--- src/rtl/bin2bcd_if.sv ---
// ---------------------------------------------------------------------------
// bin2bcd_if
// Handshake bundle for the sequential binary-to-BCD converter.
//   in_valid  : producer has a word on hex
//   in_ready  : converter can take a word this cycle
//   hex       : sign (bit DATA_W) plus two's-complement low bits
//   out_valid : dec/neg/ovf carry a finished result, held until accepted
//   out_ready : consumer takes the result this cycle
//   dec       : packed BCD, digit 0 (units) in bits 3:0
//   neg       : result is negative with non-zero magnitude
//   ovf       : magnitude did not fit in DIGITS digits (dec is modulo)
// master = producer/consumer side, slave = converter side.
// ---------------------------------------------------------------------------
interface bin2bcd_if #(
    parameter int DATA_W = 16,
    parameter int DIGITS = 5
);
    logic                  in_valid;
    logic                  in_ready;
    logic [DATA_W:0]       hex;
    logic                  out_valid;
    logic                  out_ready;
    logic [4*DIGITS-1:0]   dec;
    logic                  neg;
    logic                  ovf;

    modport master (
        output in_valid, hex, out_ready,
        input  in_ready, out_valid, dec, neg, ovf
    );

    modport slave (
        input  in_valid, hex, out_ready,
        output in_ready, out_valid, dec, neg, ovf
    );
endinterface

--- src/rtl/bin2bcd_seq.sv ---
// ---------------------------------------------------------------------------
// bin2bcd_seq
// Iterative sign-magnitude binary-to-BCD converter (double dabble), one
// magnitude bit per clock. A word accepted on edge k is presented with
// out_valid=1 after edge k+DATA_W and held until out_ready.
// Ports:
//   clk   : rising-edge clock
//   rst_n : asynchronous active-low reset, clears all state
//   bus   : bin2bcd_if slave (in_valid/in_ready/hex in,
//           out_valid/out_ready/dec/neg/ovf out)
// ---------------------------------------------------------------------------
module bin2bcd_seq #(
    parameter int DATA_W = 16,
    parameter int DIGITS = 5
) (
    input  logic     clk,
    input  logic     rst_n,
    bin2bcd_if.slave bus
);

    localparam int BCD_W = 4 * DIGITS;
    localparam int CNT_W = $clog2(DATA_W + 1);
    localparam logic [CNT_W-1:0]  CNT_LOAD = CNT_W'(DATA_W);
    localparam logic [CNT_W-1:0]  CNT_ONE  = CNT_W'(1);
    localparam logic [DATA_W-1:0] MAG_ONE  = DATA_W'(1);

    typedef enum logic [1:0] {
        IDLE = 2'd0,
        CONV = 2'd1,
        DONE = 2'd2
    } state_t;

    // Add 3 to every digit that is 5 or more, so the following left shift
    // carries into the next digit exactly when the doubled digit reaches 10.
    function automatic logic [BCD_W-1:0] add3_digits(input logic [BCD_W-1:0] b);
        logic [BCD_W-1:0] r;
        r = b;
        for (int i = 0; i < DIGITS; i++) begin
            if (b[4*i +: 4] >= 4'd5) begin
                r[4*i +: 4] = b[4*i +: 4] + 4'd3;
            end
        end
        return r;
    endfunction

    // Negative inputs are negated in DATA_W bits, so -2^DATA_W wraps to 0
    // and the most negative low pattern gives 2^(DATA_W-1).
    function automatic logic [DATA_W-1:0] magnitude(input logic [DATA_W:0] h);
        if (h[DATA_W]) begin
            return ~h[DATA_W-1:0] + MAG_ONE;
        end
        return h[DATA_W-1:0];
    endfunction

    state_t            state_q, state_d;
    logic [CNT_W-1:0]  cnt_q,   cnt_d;
    logic [DATA_W-1:0] bin_q,   bin_d;
    logic [BCD_W-1:0]  bcd_q,   bcd_d;
    logic              neg_q,   neg_d;
    logic              ovf_q,   ovf_d;

    logic              in_ready_c;
    logic              accept_c;
    logic [BCD_W-1:0]  bcd_adj_c;
    logic [DATA_W-1:0] mag_c;

    // in_ready depends only on state and out_ready, never on in_valid.
    assign in_ready_c = (state_q == IDLE) || ((state_q == DONE) && bus.out_ready);
    assign accept_c   = in_ready_c && bus.in_valid;

    assign bus.in_ready  = in_ready_c;
    assign bus.out_valid = (state_q == DONE);
    assign bus.dec       = bcd_q;
    assign bus.neg       = neg_q;
    assign bus.ovf       = ovf_q;

    always_ff @(posedge clk or negedge rst_n) begin
        if (!rst_n) begin
            state_q <= IDLE;
            cnt_q   <= '0;
            bin_q   <= '0;
            bcd_q   <= '0;
            neg_q   <= 1'b0;
            ovf_q   <= 1'b0;
        end else begin
            state_q <= state_d;
            cnt_q   <= cnt_d;
            bin_q   <= bin_d;
            bcd_q   <= bcd_d;
            neg_q   <= neg_d;
            ovf_q   <= ovf_d;
        end
    end

    always_comb begin
        state_d   = state_q;
        cnt_d     = cnt_q;
        bin_d     = bin_q;
        bcd_d     = bcd_q;
        neg_d     = neg_q;
        ovf_d     = ovf_q;
        bcd_adj_c = add3_digits(bcd_q);
        mag_c     = magnitude(bus.hex);

        case (state_q)
            IDLE, DONE: begin
                if (accept_c) begin
                    state_d = CONV;
                    cnt_d   = CNT_LOAD;
                    bin_d   = mag_c;
                    bcd_d   = '0;
                    ovf_d   = 1'b0;
                    neg_d   = bus.hex[DATA_W] && (mag_c != '0);
                end else if ((state_q == DONE) && bus.out_ready) begin
                    state_d = IDLE;
                end
            end
            CONV: begin
                // Shift {BCD, bin} left by one; the bit leaving the top digit
                // is a carry worth 10^DIGITS and marks overflow.
                bcd_d = {bcd_adj_c[BCD_W-2:0], bin_q[DATA_W-1]};
                bin_d = {bin_q[DATA_W-2:0], 1'b0};
                ovf_d = ovf_q | bcd_adj_c[BCD_W-1];
                cnt_d = cnt_q - CNT_ONE;
                if (cnt_q == CNT_ONE) begin
                    state_d = DONE;
                end
            end
            default: begin
                state_d = IDLE;
            end
        endcase
    end

endmodule

--- src/flat_wrapper.sv ---
// flat-port wrapper written by rule: the top's interface ports become plain ports
module bin2bcd_seq_flat 
#(
    parameter int DATA_W = 16,
    parameter int DIGITS = 5
)
  (clk, rst_n, bus_in_valid, bus_hex, bus_out_ready, bus_in_ready, bus_out_valid, bus_dec, bus_neg, bus_ovf);
  bin2bcd_if #(.DATA_W(DATA_W), .DIGITS(DIGITS)) bus_i ();
  input  logic clk;
  input  logic rst_n;
  input wire logic [$bits(bus_i.in_valid)-1:0] bus_in_valid;
  input wire logic [$bits(bus_i.hex)-1:0] bus_hex;
  input wire logic [$bits(bus_i.out_ready)-1:0] bus_out_ready;
  output wire logic [$bits(bus_i.in_ready)-1:0] bus_in_ready;
  output wire logic [$bits(bus_i.out_valid)-1:0] bus_out_valid;
  output wire logic [$bits(bus_i.dec)-1:0] bus_dec;
  output wire logic [$bits(bus_i.neg)-1:0] bus_neg;
  output wire logic [$bits(bus_i.ovf)-1:0] bus_ovf;
  assign bus_i.in_valid = bus_in_valid;
  assign bus_i.hex = bus_hex;
  assign bus_i.out_ready = bus_out_ready;
  assign bus_in_ready = bus_i.in_ready;
  assign bus_out_valid = bus_i.out_valid;
  assign bus_dec = bus_i.dec;
  assign bus_neg = bus_i.neg;
  assign bus_ovf = bus_i.ovf;
  bin2bcd_seq #(.DATA_W(DATA_W), .DIGITS(DIGITS)) u_core (.clk(clk), .rst_n(rst_n), .bus(bus_i));
endmodule
--- config.mk ---
export PLATFORM = sky130hd
export DESIGN_NAME = bin2bcd_seq_flat
export DESIGN_NICKNAME = d
export VERILOG_FILES = /design/src/rtl/bin2bcd_if.sv /design/src/rtl/bin2bcd_seq.sv /design/src/flat_wrapper.sv
export SDC_FILE = /design/constraint.sdc
export NUM_CORES = 1
export LEC_CHECK = 0
export ABC_AREA = 1
export CORE_MARGIN = 3
export CORE_UTILIZATION = 40
export CTS_CLUSTER_SIZE = 12
export DETAILED_ROUTE_END_ITERATION = 7
export PLACE_DENSITY_LB_ADDON = 0.05
export SYNTH_ARGS = -nofsm -noshare
export SYNTH_HDL_FRONTEND = slang
export SYNTH_SLANG_ARGS = --single-unit
--- constraint.sdc ---
create_clock -name clk -period 1.5 [get_ports clk]
set_input_delay 0.225 -clock clk [delete_from_list [all_inputs] [get_ports clk]]
set_output_delay 0.225 -clock clk [all_outputs]
set_load 0.005 [all_outputs]
After elaboration in Yosys (flattened, before gate mapping) --
Index checks and enable logic that the tools add are counted.
Word-level totals: register bits 45, bits in latches 0, bits in writable memories 0, ROM bits 0, bits of input ports 21, output and inout bits 24, logic and storage cells 57, memories 0
Operators by class: add/subtract/negate cells 7, multipliers 0, divide/modulo/power cells 0, $lt $le $gt $ge 5, equal/unequal tests 6, shift-type cells 0, mux-type cells 20, bitwise gates (word level) 2, reductions and logical operators 11
Operator list (number):
- 16-bit 2-to-1 mux | 3
- 20-bit one-hot mux with 2 select lines | 1
- 16-bit one-hot mux with 2 select lines | 1
- 4-bit by 2-bit adder with 4-bit output, second input constant | 5
- 4-bit by 3-bit greater-or-equal comparator with 1-bit output, second input constant | 5
- 20-bit 2-to-1 mux | 1
- 4-bit 2-to-1 mux | 5
- 16-bit by 1-bit adder with 16-bit output, second input constant | 1
- 16-bit NOT | 1
- 16-bit nonzero test | 1
- 5-bit one-hot mux with 2 select lines | 1
- 2-bit 2-to-1 mux | 3
- 2-bit AND reduction | 3
- 5-bit by 1-bit == test with 1-bit output, second input constant | 1
- 5-bit 2-to-1 mux | 1
- 5-bit by 1-bit subtractor with 5-bit output, second input constant | 1
- 2-bit by 1-bit != test with 1-bit output, second input constant | 2
- 2-bit one-hot mux with 2 select lines | 1
- 1-bit logical AND | 3
- 3-bit by 1-bit != test with 1-bit output, second input constant | 1
- 2-bit by 1-bit == test with 1-bit output, second input constant | 1
- 2-bit == test, second input constant | 1
- 2-bit zero test | 1
- 1-bit 2-to-1 mux | 2
- 5 further kinds | 5

Depth between registers and ports, before layout --
Gate-level depths: netlist of the first run.
depth in word-level cells 6, depth in mapped cells 14, mapped depth without buffers 14

Least setup slack after synthesis of the first run --
No wires, ideal clock.
kind input port to flip-flop, from input port bus_hex[0], to register u_core.neg_q (netlist: u_core.bus.neg), library setup time 0.116 ns, data arrival time 1.347 ns, data required time 1.384 ns, setup slack 0.036 ns, cell stages on the path 13, buffers on the path 0, cell sequence inv_1 > ha_1 > nand3_1 > nor2_2 > nand3_1 > nand3b_1 > nand2_1 > inv_1 > nand2_1 > nor2_1 > nand2_1 > nand2_1 > nand2_1
On the way: cells in the longest elaborated chain, start to end 6
RTL lines:
- start, declared | line flat_wrapper.sv:12 | input wire logic [$bits(bus_i.hex)-1:0] bus_hex;
- 16-bit NOT | line bin2bcd_seq.sv:50 | return ~h[DATA_W-1:0] + MAG_ONE;
- 16-bit by 1-bit adder with 16-bit output | line bin2bcd_seq.sv:50
- 16-bit 2-to-1 mux | line bin2bcd_seq.sv:49 | if (h[DATA_W]) begin
- 16-bit 2-to-1 mux (*) | line bin2bcd_seq.sv:52 | return h[DATA_W-1:0];
- 16-bit nonzero test (*) | line bin2bcd_seq.sv:113 | neg_d = bus.hex[DATA_W] && (mag_c != '0);
- 1-bit logical AND (*) | line bin2bcd_seq.sv:113
- end signal, assigned | line bin2bcd_seq.sv:90 | neg_q <= neg_d;
- end, declared | line bin2bcd_seq.sv:59 | logic neg_q, neg_d;
Mark *: on every way between the ends. The rest lies on a longest branch, timed or not. The select of a mux whose other input is x is not followed. A chain may end at the register's enable or synchronous reset.

Worst setup path in the final report of the first run --
from register u_core.neg_q (netlist: u_core.bus.neg), to output port bus_neg
RTL lines:
- end, declared | line flat_wrapper.sv:17 | output wire logic [$bits(bus_i.neg)-1:0] bus_neg;
No word-level cell between the ends.

==> results of run 1 <==
-- layout by cell type, fill, tap and decap left out, types with 2 or more instances in the layout --
master           count
nand4_1              2
nand2_1            107
nor2_4               2
dlymetal6s2s_1      12
nand2_2              7
o21ai_2              2
buf_4               49
clkbuf_8             5
dfrtp_1             44
clkdlybuf4s50_1     22
nand3b_1             5
nand3_1             32
dlygate4sd2_1        9
o22ai_1              8
o32ai_1              3
a21oi_1              2
inv_1               47
buf_12               4
o211ai_1             9
ha_1                12
nor2_2               9
nor2_1              25
o21ai_0             30
a32o_1               2
inv_2                9
xor2_1               5
o221ai_1             3
-- layer usage --
layer / wire length, um / part of all wire (%)
met2: 3050 / 45
met3: 249 / 3.6
met1: 3470 / 51
met4: 61 / 0.89
met5: 0 / 0
-- cell type report --
type	count	area share (%)
Inverter	57	5.46
Multi-Input combinational cell	273	37.7
Sequential cell	45	28.4
Tap cell	93	2.93
Timing Repair Buffer	99	23.3
Clock buffer	5	1.73
Clock inverter	3	0.536
-- sequential cells by signal, indices dropped and copies added (netlist names) --
signal,cells
u_core.state_q,2
u_core.bus.neg,1
u_core.bus.dec,20
u_core.bin_q,16
u_core.bus.ovf,1
u_core.cnt_q,5
-- worst max path at each step --
stage                         startpoint        endpoint  slack (ns)  cells after the start
after global placement        bus_hex[1]  u_core.bus.neg       -0.45                     14
final                     u_core.bus.neg         bus_neg        0.04                      1
after CTS                     bus_hex[7]  u_core.bus.neg       0.001                     11
after floorplan               bus_hex[0]  u_core.bus.neg        0.04                     13
after global routing          bus_hex[1]  u_core.bus.neg       -0.03                     14
after detailed placement      bus_hex[1]  u_core.bus.neg       -0.51                     14
-- report_power, final --
group	leakage, nW	switching (mW)	internal (mW)
clock	0.0445	0.465	0.332
combinational	1.49	2.01	1.84
sequential	0.550	0.377	1.82
-- metrics by stage --
| stage | area [um^2] | total power, mW | worst slack (ns) | util, % | hold WS (ns) |
|---|---|---|---|---|---|
| finish | 3970 | 6.84 | 0.0446 | 60.4 | 0.421 |
| global placement | 3700 | 5.81 | -0.454 | 56.3 | 0.228 |
| detailed placement | 3700 | 5.88 | -0.511 | 56.3 | 0.228 |
| floorplan | 2810 | 4.37 | 0.0363 | - | -0.0706 |
| global route | 3970 | 7.48 | -0.0347 | 60.4 | 0.436 |
| CTS | 3860 | 6.75 | 0.00120 | 58.8 | 0.430 |
-- cells by family (layout without fill, tap and decap cells) --
group                      after synthesis  after routing
AOI/OAI and AO/OA                       62             62
DFF                                     45             45
buffers and inverters                   68            164
xor gates and xnor gates                 5              5
adders and majority gates               14             14
and+or+nand+nor                        192            192
-- repair_timing --
item / 4_1_cts / 5_1_grt
hold endpoints to repair: 45 / 0
endpoints found under the setup margin: 10 / 19
buffers inserted: 4 / 3
gates resized for setup: 22 / 36
hold buffers: 1 / 0
pin swaps: 13 / 11
==> impl_metrics.toml, run 1 <==
[run_status]
status = "finished clean"

[synthesis]
yosys.area_share.simple_pct = 28.5
synthCells = 386
synth_edf_count = 0
syn_area_mm2 = 0.00281
ys_warn_count = 0
synth-main-ff-cell = "dfrtp_1"
synthTopCellsByArea = "dfrtp_1, nand2_1, inv_1"
avgSynthCellArea_um2 = 7.28
ys_seq_area_share_pct = 40.1
synthMuxAreaShare_pct = 0
ys_types = 26
synth_top_area_share_pct = 40.1
ys_ff_latch = 45
synthXorXnorAreaFrac_pct = 1.56
async_reset_ff_share_pct = 100
synth_compound_area_share_pct = 13.6
synth_top_family_by_area = "simple AND/OR/NAND/NOR gates"
synth_commonest_cells = "nand2_1, inv_1, dfrtp_1, nand3_1, nor2_1"
synth_top_cell_by_area = "dfrtp_1"
synth_nets = 421
synth.most_common_cell = "nand2_1"
yosys.area_share.adder_pct = 6.23

[finish]
drive_gt1_share_pct = 20.7
multi_input_area_mm2 = 0.00149
fin_cells = 575
fill_cells = 601
num_antenna_cells = 0
layout.nets = 516
area_growth_pct = 41.1
ff_latch_area_mm2 = 0.00113

[worst_setup_path]
worst-setup-path-type = "register to output port"
path_buf_inv = 1
worstPathRequired_ns = 1.27
rr_worst_depth = 8
reg2reg_from = "u_core.bus.dec[17]"
max_stage_delay_ns = 0.52
crit_path_cell_trace = "clkdlybuf4s50_1"
cp_top_family = "buffers and inverters"
arrival_ns = 1.23
crit_path_max_fanout = 2
startpoint_type = "register"
slowest_stage = "clkdlybuf4s50_1"
r2r-end = "u_core.bus.dec[18]"
ff2ff_setup_slack_ns = 0.09
cp-end-kind = "output port"

[detailed_routing]
drt.antenna.violating_nets = 0
wl_um = 6830
drtPass1Iterations = 4
detail_route.wl_per_cell_um = 11.9
avgViaCountPerCell = 4.86
num_vias = 2793
drt_iter0_markers = 150
drc = 0

[global_routing]
use_met1_pct = 24.2
grt_max_degree = 46
first_global_vias = 2621
grtUsageTotal_pct = 17.1
grt_pass1_wl_um = 11700
antenna_found_initial = 0
gr-max-usage-layer = "met2"
overflow = 0
grt_use_met3_pct = 3.01
grtUsageMet2_pct = 27.4

[hold_path]
hp-class = "primary input to async pin"

[placement]
dpl.hpwl_um = 4990
routabilityCongestion = 0.802
port_buffers = 44
place_inst = 559

[floorplanning]
pin_count = 45
die_w_um = 89.8
num_rows = 29
start_util_pct = 42.8
coreArea_mm2 = 0.00657
dieArea_mm2 = 0.00807
die_y_um = 89.8

[sta]
tns_ns = 0
hold_viol_final = 0
fin_skew_ns = 0.00940
period_share_pct = 97.0
fin_crit_ns = 1.46
setup_viol = 0
rsz0062_at_grt = "true"
slew_headroom_pct = 83.1
max_freq_mhz = 687
worstMarginPinSlew_ns = 0.251
report.final.slew_viol_count = 0

[clock_network]
tritoncts = "done"
clkTransAtPathRegs_ns = 0.10
cts_sinks = 45
clk_latency_ns = 0.31
cts_buffers = 5
htreeDepth = 2
cts_root_buffer = "clkbuf_8"
clockBufferDepth = 2

[power_and_ir_drop]
ir_drop_uv = 1110
power_density_mw_per_mm2 = 1720
power_leakage_nw = 2.08

[job]
maxCapViolCount = 0
No activity file was read; power rests on OpenSTA's default activity.
==> run 2: changes to the inputs <==
--- a/config.mk
+++ b/config.mk
@@ -8,6 +8,7 @@
 export ABC_AREA = 1
 export CORE_MARGIN = 3
 export CORE_UTILIZATION = 40
+export CTS_CLUSTER_DIAMETER = 150
 export CTS_CLUSTER_SIZE = 12
 export DETAILED_ROUTE_END_ITERATION = 7
 export PLACE_DENSITY_LB_ADDON = 0.05
==> results of run 2 <==
No change in the layout: final DEF, timing and power equal those of run 1.
==> run 3: changes to the inputs <==
--- a/config.mk
+++ b/config.mk
@@ -7,10 +7,11 @@
 export LEC_CHECK = 0
 export ABC_AREA = 1
 export CORE_MARGIN = 3
-export CORE_UTILIZATION = 40
+export CORE_UTILIZATION = 54
 export CTS_CLUSTER_DIAMETER = 150
 export CTS_CLUSTER_SIZE = 12
 export DETAILED_ROUTE_END_ITERATION = 7
+export MAX_ROUTING_LAYER = met4
 export PLACE_DENSITY_LB_ADDON = 0.05
 export SYNTH_ARGS = -nofsm -noshare
 export SYNTH_HDL_FRONTEND = slang
==> impl_metrics.toml, run 3 (synthesis gave the netlist of run 1 again) <==
[finish]
num_antenna_cells = 0
layout_commonest_cell = "nand2_1"
largest_reg_flops = 20
area_growth_pct = 41.3
fill_cells = 350
fin_util_pct = 81.4
final_cell_mix = "nand2_1, buf_4, dfrtp_1"
drive_gt1_share_pct = 22.8
layout.nets = 520

[sta]
slew_headroom_pct = 83.4
setup_ws_ns = 0.0522
setup_viol = 0
worstMarginPinSlew_ns = 0.246
fin_skew_ns = 0.0119
rsz0062_at_grt = "true"
report.final.slew_viol_count = 0
fin_crit_ns = 1.45
period_share_pct = 96.5
max_freq_mhz = 691
hold_viol_final = 0

[floorplanning]
dieArea_mm2 = 0.00611
pin_count = 45
coreArea_mm2 = 0.00488
die_w_um = 78.2
start_util_pct = 57.6
die_y_um = 78.2
num_rows = 25

[worst_setup_path]
path_buf_inv = 2
cp_top_family = "flip-flops"
arrival_ns = 1.22
rr_worst_depth = 7
reg2reg_from = "u_core.state_q[0]"
worst-setup-path-type = "register to output port"
crit_path_cell_trace = "buf_4, nor2_2, dlygate4sd2_1"
slowest_stage = "dfrtp_1"
crit_path_max_fanout = 2
path_depth = 3
r2r-end = "u_core.bus.dec[1]"
worstPathRequired_ns = 1.27
critPathCapture = "bus_in_ready"
max_stage_delay_ns = 0.40
critPathLaunch = "u_core.state_q[0]"
startpoint_type = "register"
ff2ff_setup_slack_ns = 0.06
cp-end-kind = "output port"

[clock_network]
clockBufferDepth = 2
htreeDepth = 2
cts_buffers = 5
clkTransAtPathRegs_ns = 0.08
cts_root_buffer = "clkbuf_8"
clk_latency_ns = 0.30
tritoncts = "done"
cts_sinks = 45

[power_and_ir_drop]
ir_drop_uv = 1240
p_sw_share_pct = 41.8
power_frac_comb_pct = 57.2
seq_power_share_pct = 31.6
power_density_mw_per_mm2 = 1750
power_leakage_nw = 2.07
p_int_mw = 4.05
clkPwrFrac_pct = 11.2
p_sw_mw = 2.91

[placement]
port_buffers = 44
pre_cts_ws_ns = -0.476
routabilityCongestion = 0.859
dpl.hpwl_um = 5180

[hold_path]
hp-class = "primary input to async pin"

[detailed_routing]
drtPass1Iterations = 4
detail_route.wl_per_cell_um = 12.7
drt_iter0_markers = 160
avgViaCountPerCell = 5.25
wl_um = 7030
num_vias = 2906
drt.antenna.violating_nets = 0
drc = 0

[global_routing]
overflow = 0
grtUsageTotal_pct = 25.0
antenna_found_initial = 0
grt_max_degree = 46
grt_pass1_wl_um = 11900
first_global_vias = 2777

[job]
maxCapViolCount = 0

[run_status]
status = "finished clean"
[run 3: cell count changes in the layout (fill, tap and decap cells not counted), sizes merged, moves of 2 or more]
cell          before  now
buf               55   59
clkinv             1    3
dlygate4sd2        9   12
dlymetal6s2s      12    8
inv               58   56
[run 3: power by group through the flow]
stage	Sequential [mW]	Clock, mW	Combinational [mW]
floorplan	2.19	0	2.18
finish	2.20	0.783	3.98
global placement	2.21	0	3.45
detailed placement	2.23	0	3.64
CTS	2.20	0.790	3.81
global route	2.28	0.841	4.50
[run 3: final cells by class]
cell class | instances | area [um^2] | share of cell area (%)
clock buffers | 6 | 82.6 | 2.08
clock inverters | 2 | 13.8 | 0.347
inverters | 57 | 224 | 5.64
multi-input cells | 273 | 1530 | 38.4
flip-flops and latches | 45 | 1130 | 28.4
well taps | 67 | 83.8 | 2.11
repair buffers | 103 | 915 | 23.0
[run 3: metal layers]
layer | vias up | part of all wire (%) | track usage, %
met2 | 64 | 52 | 44.2
met5 | - | 0 | -
met1 | 1373 | 42 | 28.7
li1 | 1453 | - | -
met3 | 16 | 3.9 | 4.70
met4 | 0 | 1.9 | 8.22
[run 3: worst min path at each step]
stage	depth (start not counted)	end
after floorplan	0	u_core.bin_q[0]
after global placement	2	u_core.bus.dec[19]
after detailed placement	2	u_core.bus.dec[15]
after CTS	3	u_core.bus.dec[15]
after global routing	3	u_core.bus.dec[5]
final	3	u_core.bus.dec[19]
[run 3: through the flow]
step	power [mW]	cells	setup TNS [ns]	hold slack, ns	cell area (um^2)
after floorplan	4.37	386	0	-0.0706	2810
after global placement	5.66	534	-5.05	0.220	3650
after detailed placement	5.87	534	-5.79	0.216	3650
after CTS	6.79	549	0	0.436	3860
after global routing	7.62	553	-0.190	0.449	3970
final	6.96	553	0	0.425	3970
[run 3: timing repair]
item,4_1_cts,5_1_grt
pin swaps,15,9
gates resized for setup,32,36
buffers inserted,6,4
hold endpoints to repair,45,0
hold buffers,1,0
endpoints found under the setup margin,13,39
[run 3: worst register-to-register path: stages (launching register included)]
cell     delay, ns
dfrtp_1       0.40
buf_4         0.15
nor2_2        0.13
buf_4         0.13
nand2_2       0.09
nand2_4       0.13
buf_6         0.19
o22ai_1       0.11
